===== src/rtl/tv_timing_pkg.sv =====
// tv_timing_pkg: line/frame timing constants and FSM encoding shared with the TV-out generator
package tv_timing_pkg;
  localparam int CLK_DIV = 5;
  localparam int H_START = 60;
  localparam int H_ACTIVE = 512;
  localparam int V_START = 18;
  localparam int V_ACTIVE = 287;
  localparam logic [11:0] HSYNC_MIN = 12'd150;
  localparam logic [11:0] HSYNC_MAX = 12'd350;
  localparam logic [11:0] VSYNC_MIN = 12'd2500;
  localparam logic [11:0] LINE_TIMEOUT = 12'd3500;
  localparam logic [8:0] V_LIMIT = 9'd320;
  typedef enum logic [1:0] {SEARCH, ALIGN, LOCKED} state_t;
endpackage


===== src/rtl/tv_sync_classifier.sv =====
// tv_sync_classifier: synchronizes sync/video and classifies sync low pulses by width
module tv_sync_classifier
  import tv_timing_pkg::*;
(
  input  logic clk,
  input  logic rst,
  input  logic sync_in_,
  input  logic vin,
  output logic sync,
  output logic video,
  output logic hsync_ev,
  output logic vsync_ev,
  output logic err_ev
);
  logic [2:0] sq;
  logic [1:0] vq;
  logic [11:0] width;
  logic rise;
  always_ff @(posedge clk or posedge rst)
    if (rst) begin
      sq <= '1;
      vq <= '0;
      width <= '0;
    end else begin
      sq <= {sq[1:0], sync_in_};
      vq <= {vq[0], vin};
      width <= sq[1] ? 12'd0 : (&width ? width : width + 12'd1);
    end
  assign rise = sq[1] & ~sq[2];
  assign hsync_ev = rise && width >= HSYNC_MIN && width <= HSYNC_MAX;
  assign vsync_ev = rise && width >= VSYNC_MIN;
  assign err_ev = rise && width > HSYNC_MAX && width < VSYNC_MIN;
  assign sync = sq[1];
  assign video = vq[1];
endmodule


===== src/rtl/tv_capture.sv =====
// tv_capture: recovers composite-video timing and packs the active window into byte writes
module tv_capture
  import tv_timing_pkg::*;
#(
  parameter int ACT_X0 = H_START,
  parameter int ACT_W = H_ACTIVE,
  parameter int ACT_Y0 = V_START,
  parameter int ACT_H = V_ACTIVE
) (
  input  logic        clk,
  input  logic        rst,
  input  logic        sync_in_,
  input  logic        vin,
  output logic        wr_en,
  output logic [14:0] wr_addr,
  output logic [7:0]  wr_data,
  output logic        frame_start,
  output logic        locked
);
  localparam logic [9:0] HS = 10'(ACT_X0);
  localparam logic [9:0] HE = 10'(ACT_X0 + ACT_W);
  localparam logic [8:0] VS = 9'(ACT_Y0);
  localparam logic [8:0] VE = 9'(ACT_Y0 + ACT_H);
  localparam logic [2:0] PH_TICK = 3'(CLK_DIV / 2);
  localparam logic [2:0] PH_LAST = 3'(CLK_DIV - 1);
  logic sync, video, hsync_ev, vsync_ev, err_ev;
  state_t state;
  logic [2:0] phase;
  logic [9:0] hcount;
  logic [8:0] vcount, y;
  logic [8:0] x;
  logic [11:0] idle;
  logic [7:0] shreg;
  logic tick, act, last, timeout, lost;
  tv_sync_classifier u_cls (
    .clk(clk), .rst(rst), .sync_in_(sync_in_), .vin(vin), .sync(sync), .video(video),
    .hsync_ev(hsync_ev), .vsync_ev(vsync_ev), .err_ev(err_ev)
  );
  assign tick = phase == PH_TICK && !hsync_ev && !vsync_ev;
  assign x = 9'(hcount - HS);
  assign y = vcount - VS;
  assign act = state == LOCKED && tick && hcount >= HS && hcount < HE && vcount >= VS && vcount < VE;
  assign last = act && &x[2:0];
  // vsync lines carry no hsync, so the line timer only runs while sync is high
  assign timeout = idle >= LINE_TIMEOUT - 12'd1 && !hsync_ev;
  assign lost = err_ev || (!vsync_ev && (timeout || vcount > V_LIMIT));
  assign locked = state == LOCKED;
  always_ff @(posedge clk or posedge rst)
    if (rst) begin
      state <= SEARCH;
      phase <= '0;
      hcount <= '0;
      vcount <= '0;
      idle <= '0;
      shreg <= '0;
      wr_en <= 1'b0;
      wr_addr <= '0;
      wr_data <= '0;
      frame_start <= 1'b0;
    end else begin
      state <= state == SEARCH ? (vsync_ev ? ALIGN : SEARCH)
             : state == ALIGN ? (hsync_ev ? LOCKED : ALIGN)
             : (lost ? SEARCH : LOCKED);
      phase <= (hsync_ev || vsync_ev || phase == PH_LAST) ? 3'd0 : phase + 3'd1;
      hcount <= hsync_ev ? 10'd0 : tick ? hcount + 10'd1 : hcount;
      vcount <= vsync_ev ? 9'd0 : hsync_ev ? vcount + 9'd1 : vcount;
      idle <= (hsync_ev || vsync_ev) ? 12'd0 : (sync && !(&idle)) ? idle + 12'd1 : idle;
      shreg <= act ? {shreg[6:0], video} : locked ? shreg : 8'd0;
      wr_en <= last;
      wr_data <= last ? {shreg[6:0], video} : wr_data;
      wr_addr <= last ? {y, x[8:3]} : wr_addr;
      frame_start <= act && x == 9'd0 && y == 9'd0;
    end
endmodule


===== config.mk =====
export PLATFORM = sky130hd
export DESIGN_NAME = tv_capture
export DESIGN_NICKNAME = d
export VERILOG_FILES = /design/src/rtl/tv_timing_pkg.sv /design/src/rtl/tv_sync_classifier.sv /design/src/rtl/tv_capture.sv
export SDC_FILE = /design/constraint.sdc
export NUM_CORES = 1
export LEC_CHECK = 0
export ABC_CLOCK_PERIOD_IN_PS = 2240
export CAP_MARGIN = 20
export CELL_PAD_IN_SITES_DETAIL_PLACEMENT = 1
export CELL_PAD_IN_SITES_GLOBAL_PLACEMENT = 1
export CORE_UTILIZATION = 42
export DETAILED_ROUTE_END_ITERATION = 7
export PLACE_DENSITY_LB_ADDON = 0.1
export SLEW_MARGIN = 20
export SYNTH_ARGS = -nofsm -noshare
export SYNTH_HDL_FRONTEND = slang
export SYNTH_SLANG_ARGS = --single-unit

===== constraint.sdc =====
create_clock -name clk -period 2.24 [get_ports clk]
set_input_delay 0.224 -clock clk [delete_from_list [all_inputs] [get_ports clk]]
set_output_delay 0.224 -clock clk [all_outputs]
set_load 0.1 [all_outputs]

==> flow_summary.json, run 1 <==
{
  "status": "finished clean",
  "grt_pass1_wl_mm": 17.4,
  "ys_seq_area_frac": 0.459,
  "final_common_cell": "dfrtp_1",
  "grt.overflow.total": 0,
  "ff2ff_setup_slack_ps": 40,
  "hold_buffers": 0,
  "port_buffers": 29,
  "clk_pin_slew_ps": 100,
  "critPathKind": "reg2reg",
  "cts.path.max_buffers": 2,
  "synth_warnings": 0,
  "drv_cap": 0,
  "worstPathRequired_ps": 2520,
  "internal_power_w": 0.00220,
  "synthFlopType": "dfrtp_1",
  "vias": 3516,
  "drv_slew": 0,
  "p_per_area_nw_per_um2": 531,
  "diodes": 0,
  "design.core.area_um2": 10800,
  "synthesis.nets": 478,
  "synth-edff-count": 0,
  "p_sw_w": 0.000789,
  "synthDistinctLibCells": 59,
  "crit_fanout": 7,
  "fill_cells": 1178,
  "drtPass1Iterations": 4,
  "hpwlAfterDp_mm": 7.62,
  "fmax_mhz": 454,
  "cts_root_buffer": "clkbuf_8",
  "start_kind": "register",
  "setup_tns_ps": 0,
  "whs_ps": 256,
  "clock_latency_ps": 380,
  "combPwrFrac": 0.070,
  "pwr-share-clk": 0.368,
  "fin_skew_ps": 13.6,
  "synth_seq_cells": 85,
  "period_needed_ps": 2200,
  "finalCritPeriodShare": 0.983,
  "mostFrequentLayoutCells": "dfrtp_1, buf_4, nor2_1",
  "drtIter0Drc": 76,
  "pin_count": 30,
  "rows": 38,
  "cts_tree": "yes",
  "syn_to_final_growth_pct": 21.4,
  "die_w_um": 107,
  "avgSynthCellArea_um2": 10.2,
  "routedWlPerCell_um": 16.0,
  "vias_per_cell": 5.30,
  "ctsHtreeMaxLevel": 3,
  "grt_max_degree": 46,
  "die_y_um": 107,
  "pwr-share-seq": 0.562,
  "clock_sinks": 85,
  "initial_core_util": 0.431,
  "hp-class": "in2reg",
  "hold_viol_final": 0,
  "arrival_ps": 2480,
  "place.gp.congestion": 0.804,
  "synth_cells": 456,
  "grt_pass1_vias": 3613,
  "async_reset_ff_frac": 1.00,
  "numCtsBuffers": 9,
  "power.total_w": 0.00299,
  "netlist_area_um2": 4650,
  "nNetsFinal": 540,
  "antenna_found_initial": 0,
  "finalSetupViolCount": 0,
  "cp-end-kind": "register",
  "max-vdd-ir-drop_v": 0.000434,
  "drt_wl_total_mm": 10.6,
  "tightestPinTransition_ps": 593,
  "slew_headroom": 0.601,
  "detail-route-antenna-nets": 0,
  "die_area_um2": 11500,
  "drc": 0,
  "track_usage": 0.195,
  "drive_gt1_frac": 0.254,
  "leakagePower_nw": 2.64,
  "switching_share": 0.264
}
[final timing paths]
check / start / end / cells after the start
max: u_cls.width[3] / wr_addr[2] / 8
min: sync_in_ / u_cls.sq[0] / 1
max reg2reg: u_cls.width[3] / wr_addr[2] / 8
min reg2reg: u_cls.vq[0] / u_cls.vq[1] / 0
max in group asynchronous: rst / vcount[1] / 3
min in group asynchronous: rst / wr_data[0] / 3
[cells by family (layout without fill, tap and decap cells)]
family,Yosys count,count (layout),share of synthesized area
adders and majority gates,18,18,0.0485
AOI/OAI and AO/OA,65,65,0.105
DFF,85,85,0.459
and+or+nand+nor,163,163,0.180
xor gates and xnor gates,37,37,0.0697
muxes,33,33,0.0872
buffers and inverters,55,122,0.0509
[stage by stage]
step	instances	area (um^2)	setup slack, ps	util
2_1_floorplan	456	4670	5.93	-
3_3_place_gp	643	5350	69.4	0.496
6_report	663	5640	38.3	0.522
3_5_place_dp	643	5350	39.0	0.496
4_1_cts	659	5550	16.6	0.514
5_1_grt	663	5640	-82.4	0.522
[Yosys cell counts (all sizes together), types with 2 or more instances]
cell	instances	area [um^2]
nor4	13	87.6
a21oi	18	101
buf	12	75.1
o21a	2	15.0
nand2	37	139
mux2i	15	150
ha	18	225
nand3	16	85.1
nor3b	2	20.0
o21ai	9	45.0
mux2	18	255
dfrtp	82	2050
and4	2	17.5
o41ai	2	25.0
xnor2	23	201
o31ai	3	27.5
nand4	14	109
a211oi	13	97.6
nor2b	3	18.8
or3	5	31.3
nor3	10	50.1
xor2	14	123
o22ai	3	18.8
inv	31	116
and3	2	12.5
a311oi	2	23.8
nor2	46	175
and2	4	25.0
or4	4	33.8
dfstp	3	78.8
nand2b	3	18.8
a21o	2	15.0
clkbuf	12	45.0
a21boi	2	15.0
[layer usage]
| metal | wire length [um] | vias to the layer above | part of all wire | track usage |
|---|---|---|---|---|
| li1 | - | 1705 | - | - |
| met1 | 4690 | 1761 | 0.44 | 0.237 |
| met2 | 5480 | 41 | 0.52 | 0.343 |
| met3 | 284 | 9 | 0.027 | 0.0401 |
| met4 | 124 | 0 | 0.012 | 0.0616 |
| met5 | 0 | - | 0 | 0 |
[timing repair]
item | 4_1_cts | 5_1_grt
cloned | 0 | 1
pin swaps | 2 | 2
gates resized for setup | 0 | 10
buffers inserted | 0 | 3
setup endpoints to repair | 11 | 23
[power by group through the flow]
stage	clock [W]	sequential, W	combinational [W]
2_1_floorplan	0	0.00168	0.000180
3_3_place_gp	0	0.00171	0.000204
3_5_place_dp	0	0.00171	0.000213
4_1_cts	0.00115	0.00168	0.000215
5_1_grt	0.00120	0.00170	0.000246
6_report	0.00110	0.00168	0.000209
[flip-flops by register name, summed over array words and instances, names as in the netlist]
signal,count
wr_data,8
vcount,9
wr_addr,15
u_cls.width,12
phase,3
shreg,7
wr_en,1
frame_start,1
u_cls.vq,2
u_cls.sq,3
idle,12
state,2
hcount,10
[cell type report]
class | count | area (um^2) | share of cell area
multi-input cells | 316 | 2340 | 0.414
flip-flops and latches | 85 | 2130 | 0.378
repair buffers | 75 | 676 | 0.120
well taps | 140 | 175 | 0.0311
clock buffers | 9 | 124 | 0.0220
inverters | 31 | 123 | 0.0217
clock inverters | 7 | 73.8 | 0.0131
[worst max-delay path: stages (launching register included)]
cell and delay, ps:
dfrtp_1 430, buf_4 170, a21o_1 180, a31o_2 280, a22oi_4 270, nand4_4 210, buf_12 200, buf_4 150
mux2i_1 220
No activity file was read; power rests on OpenSTA's default activity.
==> inputs of run 2 (changes only) <==
--- a/config.mk
+++ b/config.mk
@@ -11,6 +11,7 @@
 export CELL_PAD_IN_SITES_GLOBAL_PLACEMENT = 1
 export CORE_UTILIZATION = 42
 export DETAILED_ROUTE_END_ITERATION = 7
+export GPL_TIMING_DRIVEN = 0
 export PLACE_DENSITY_LB_ADDON = 0.1
 export SLEW_MARGIN = 20
 export SYNTH_ARGS = -nofsm -noshare
==> run 2 against run 1 <==
Against the previous run: global-route usage is 0.63 points higher; sequential share of layout area is 0.68 points lower; die area stayed put; sequential power hardly changed; critical path type unchanged; largest cell class unchanged; largest power group unchanged; highest routed layer unchanged.
==> flow_summary.json, run 2 (synthesis gave the netlist of run 1 again) <==
{
  "status": "finished clean",
  "leakagePower_nw": 2.54,
  "cts.path.max_buffers": 2,
  "port_buffers": 29,
  "drtIter0Drc": 63,
  "vias": 3479,
  "r2r-end": "wr_data[4]",
  "vias_per_cell": 5.24,
  "drt_wl_total_mm": 10.7,
  "die_area_um2": 11500,
  "drc": 0,
  "hp-class": "in2async",
  "rows": 38,
  "nNetsFinal": 541,
  "max-vdd-ir-drop_v": 0.000459,
  "ff2ff_setup_slack_ps": 9,
  "antenna_found_initial": 0,
  "clock_sinks": 85,
  "worst-r2r-cell-count": 8,
  "hold_viol_final": 0,
  "p_per_area_nw_per_um2": 547,
  "slew_headroom": 0.334,
  "drv_cap": 0,
  "rsz0062_at_grt": "true",
  "combPwrFrac": 0.078,
  "reg_top3": "wr_addr x15, idle x12, u_cls.width x12",
  "detail-route-antenna-nets": 0,
  "syn_to_final_growth_pct": 24.1,
  "power.total_w": 0.00315,
  "pin_count": 30,
  "arrival_ps": 2490,
  "routedWlPerCell_um": 16.1,
  "clk_pin_slew_ps": 90,
  "tightestPinTransition_ps": 995,
  "drtPass1Iterations": 4,
  "pwr-share-clk": 0.395,
  "initial_core_util": 0.431,
  "internal_power_w": 0.00234,
  "reg2reg_from": "hcount[3]",
  "grt_max_degree": 29,
  "grt_pass1_vias": 3643,
  "numCtsBuffers": 9,
  "switching_share": 0.259,
  "mostFrequentLayoutCells": "dfrtp_1, nor2_1, nand2_1",
  "worstPathRequired_ps": 2500,
  "final_util": 0.534,
  "diodes": 0,
  "dp_cells": 628,
  "p_sw_w": 0.000818,
  "final_area_um2": 5770,
  "hold_buffers": 0,
  "crit_fanout": 5,
  "cts_tree": "yes",
  "critPathKind": "reg2reg",
  "pwr-share-seq": 0.527,
  "finalSetupViolCount": 0,
  "die_w_um": 107,
  "drive_gt1_frac": 0.212,
  "hpwlAfterDp_mm": 7.40,
  "final_common_cell": "dfrtp_1",
  "whs_ps": 176,
  "start_kind": "register",
  "cts_root_buffer": "clkbuf_8",
  "cp-end-kind": "register",
  "place.gp.congestion": 0.777,
  "top_register": "wr_addr",
  "startpoint": "hcount[3]",
  "fmax_mhz": 448,
  "grt.overflow.total": 0,
  "design.core.area_um2": 10800,
  "period_needed_ps": 2230,
  "finalNonFillerCells": 664,
  "ctsHtreeMaxLevel": 3,
  "place_area_um2": 5200,
  "clock_latency_ps": 370,
  "fin_skew_ps": 9.61,
  "drv_slew": 0,
  "die_y_um": 107,
  "track_usage": 0.201,
  "grt_pass1_wl_mm": 17.9,
  "finalCritPeriodShare": 0.996,
  "largest_register_ffs": 15
}
[run 2: layout make-up]
cell class	count	area, um^2
fillers	1193	5030
plain buffers	23	139
repair buffers	53	551
clock buffers	10	128
inverters	31	125
multi-input cells	316	2410
clock inverters	6	95.1
well taps	140	175
flip-flops and latches	85	2140
[run 2: timing repair]
item                                    in CTS  in global routing
gates cloned                                 0                  1
gates resized for setup                     13                 28
pin swaps                                    5                  3
buffers inserted                            10                 10
endpoints found under the setup margin      33                 48
hold endpoints to repair                     0                  0
[run 2: power groups by stage]
stage	logic, W	clock network, W	registers (W)
floorplan	0.000180	0	0.00168
global placement	0.000226	0	0.00169
detailed placement	0.000248	0	0.00169
CTS	0.000249	0.00130	0.00166
global route	0.000285	0.00135	0.00167
finish	0.000247	0.00125	0.00166
[run 2: through the flow]
stage                     setup slack [ps]  setup TNS, ps
final                                 8.59              0
after global routing                 -55.1           -711
after CTS                             3.80              0
after detailed placement              -309          -6870
after global placement                -270          -5510
after floorplan                       5.93              0
[run 2: critical path: stages (launching register included)]
cell	delay [ps]
dfrtp_2	470
ha_4	190
a311oi_2	290
a21boi_1	130
nor3b_2	190
buf_4	160
nand4_4	170
clkbuf_16	230
mux2_4	290
[run 2: how the worst max path moves through the flow]
stage	to	slack, ps	cells after the start
2_1_floorplan	wr_addr[10]	6	7
4_1_cts	wr_data[2]	4	8
6_report	wr_data[4]	9	8
5_1_grt	wr_data[2]	-60	8
3_5_place_dp	frame_start	-310	6
3_3_place_gp	frame_start	-270	6
[run 2: metal layers]
metal  vias to the layer above  share of wire  GRT usage
met2                        33           0.50      0.349
li1                       1714              -          -
met4                         0          0.018     0.0822
met5                         -              0          0
met3                        12          0.017     0.0237
met1                      1720           0.47      0.254
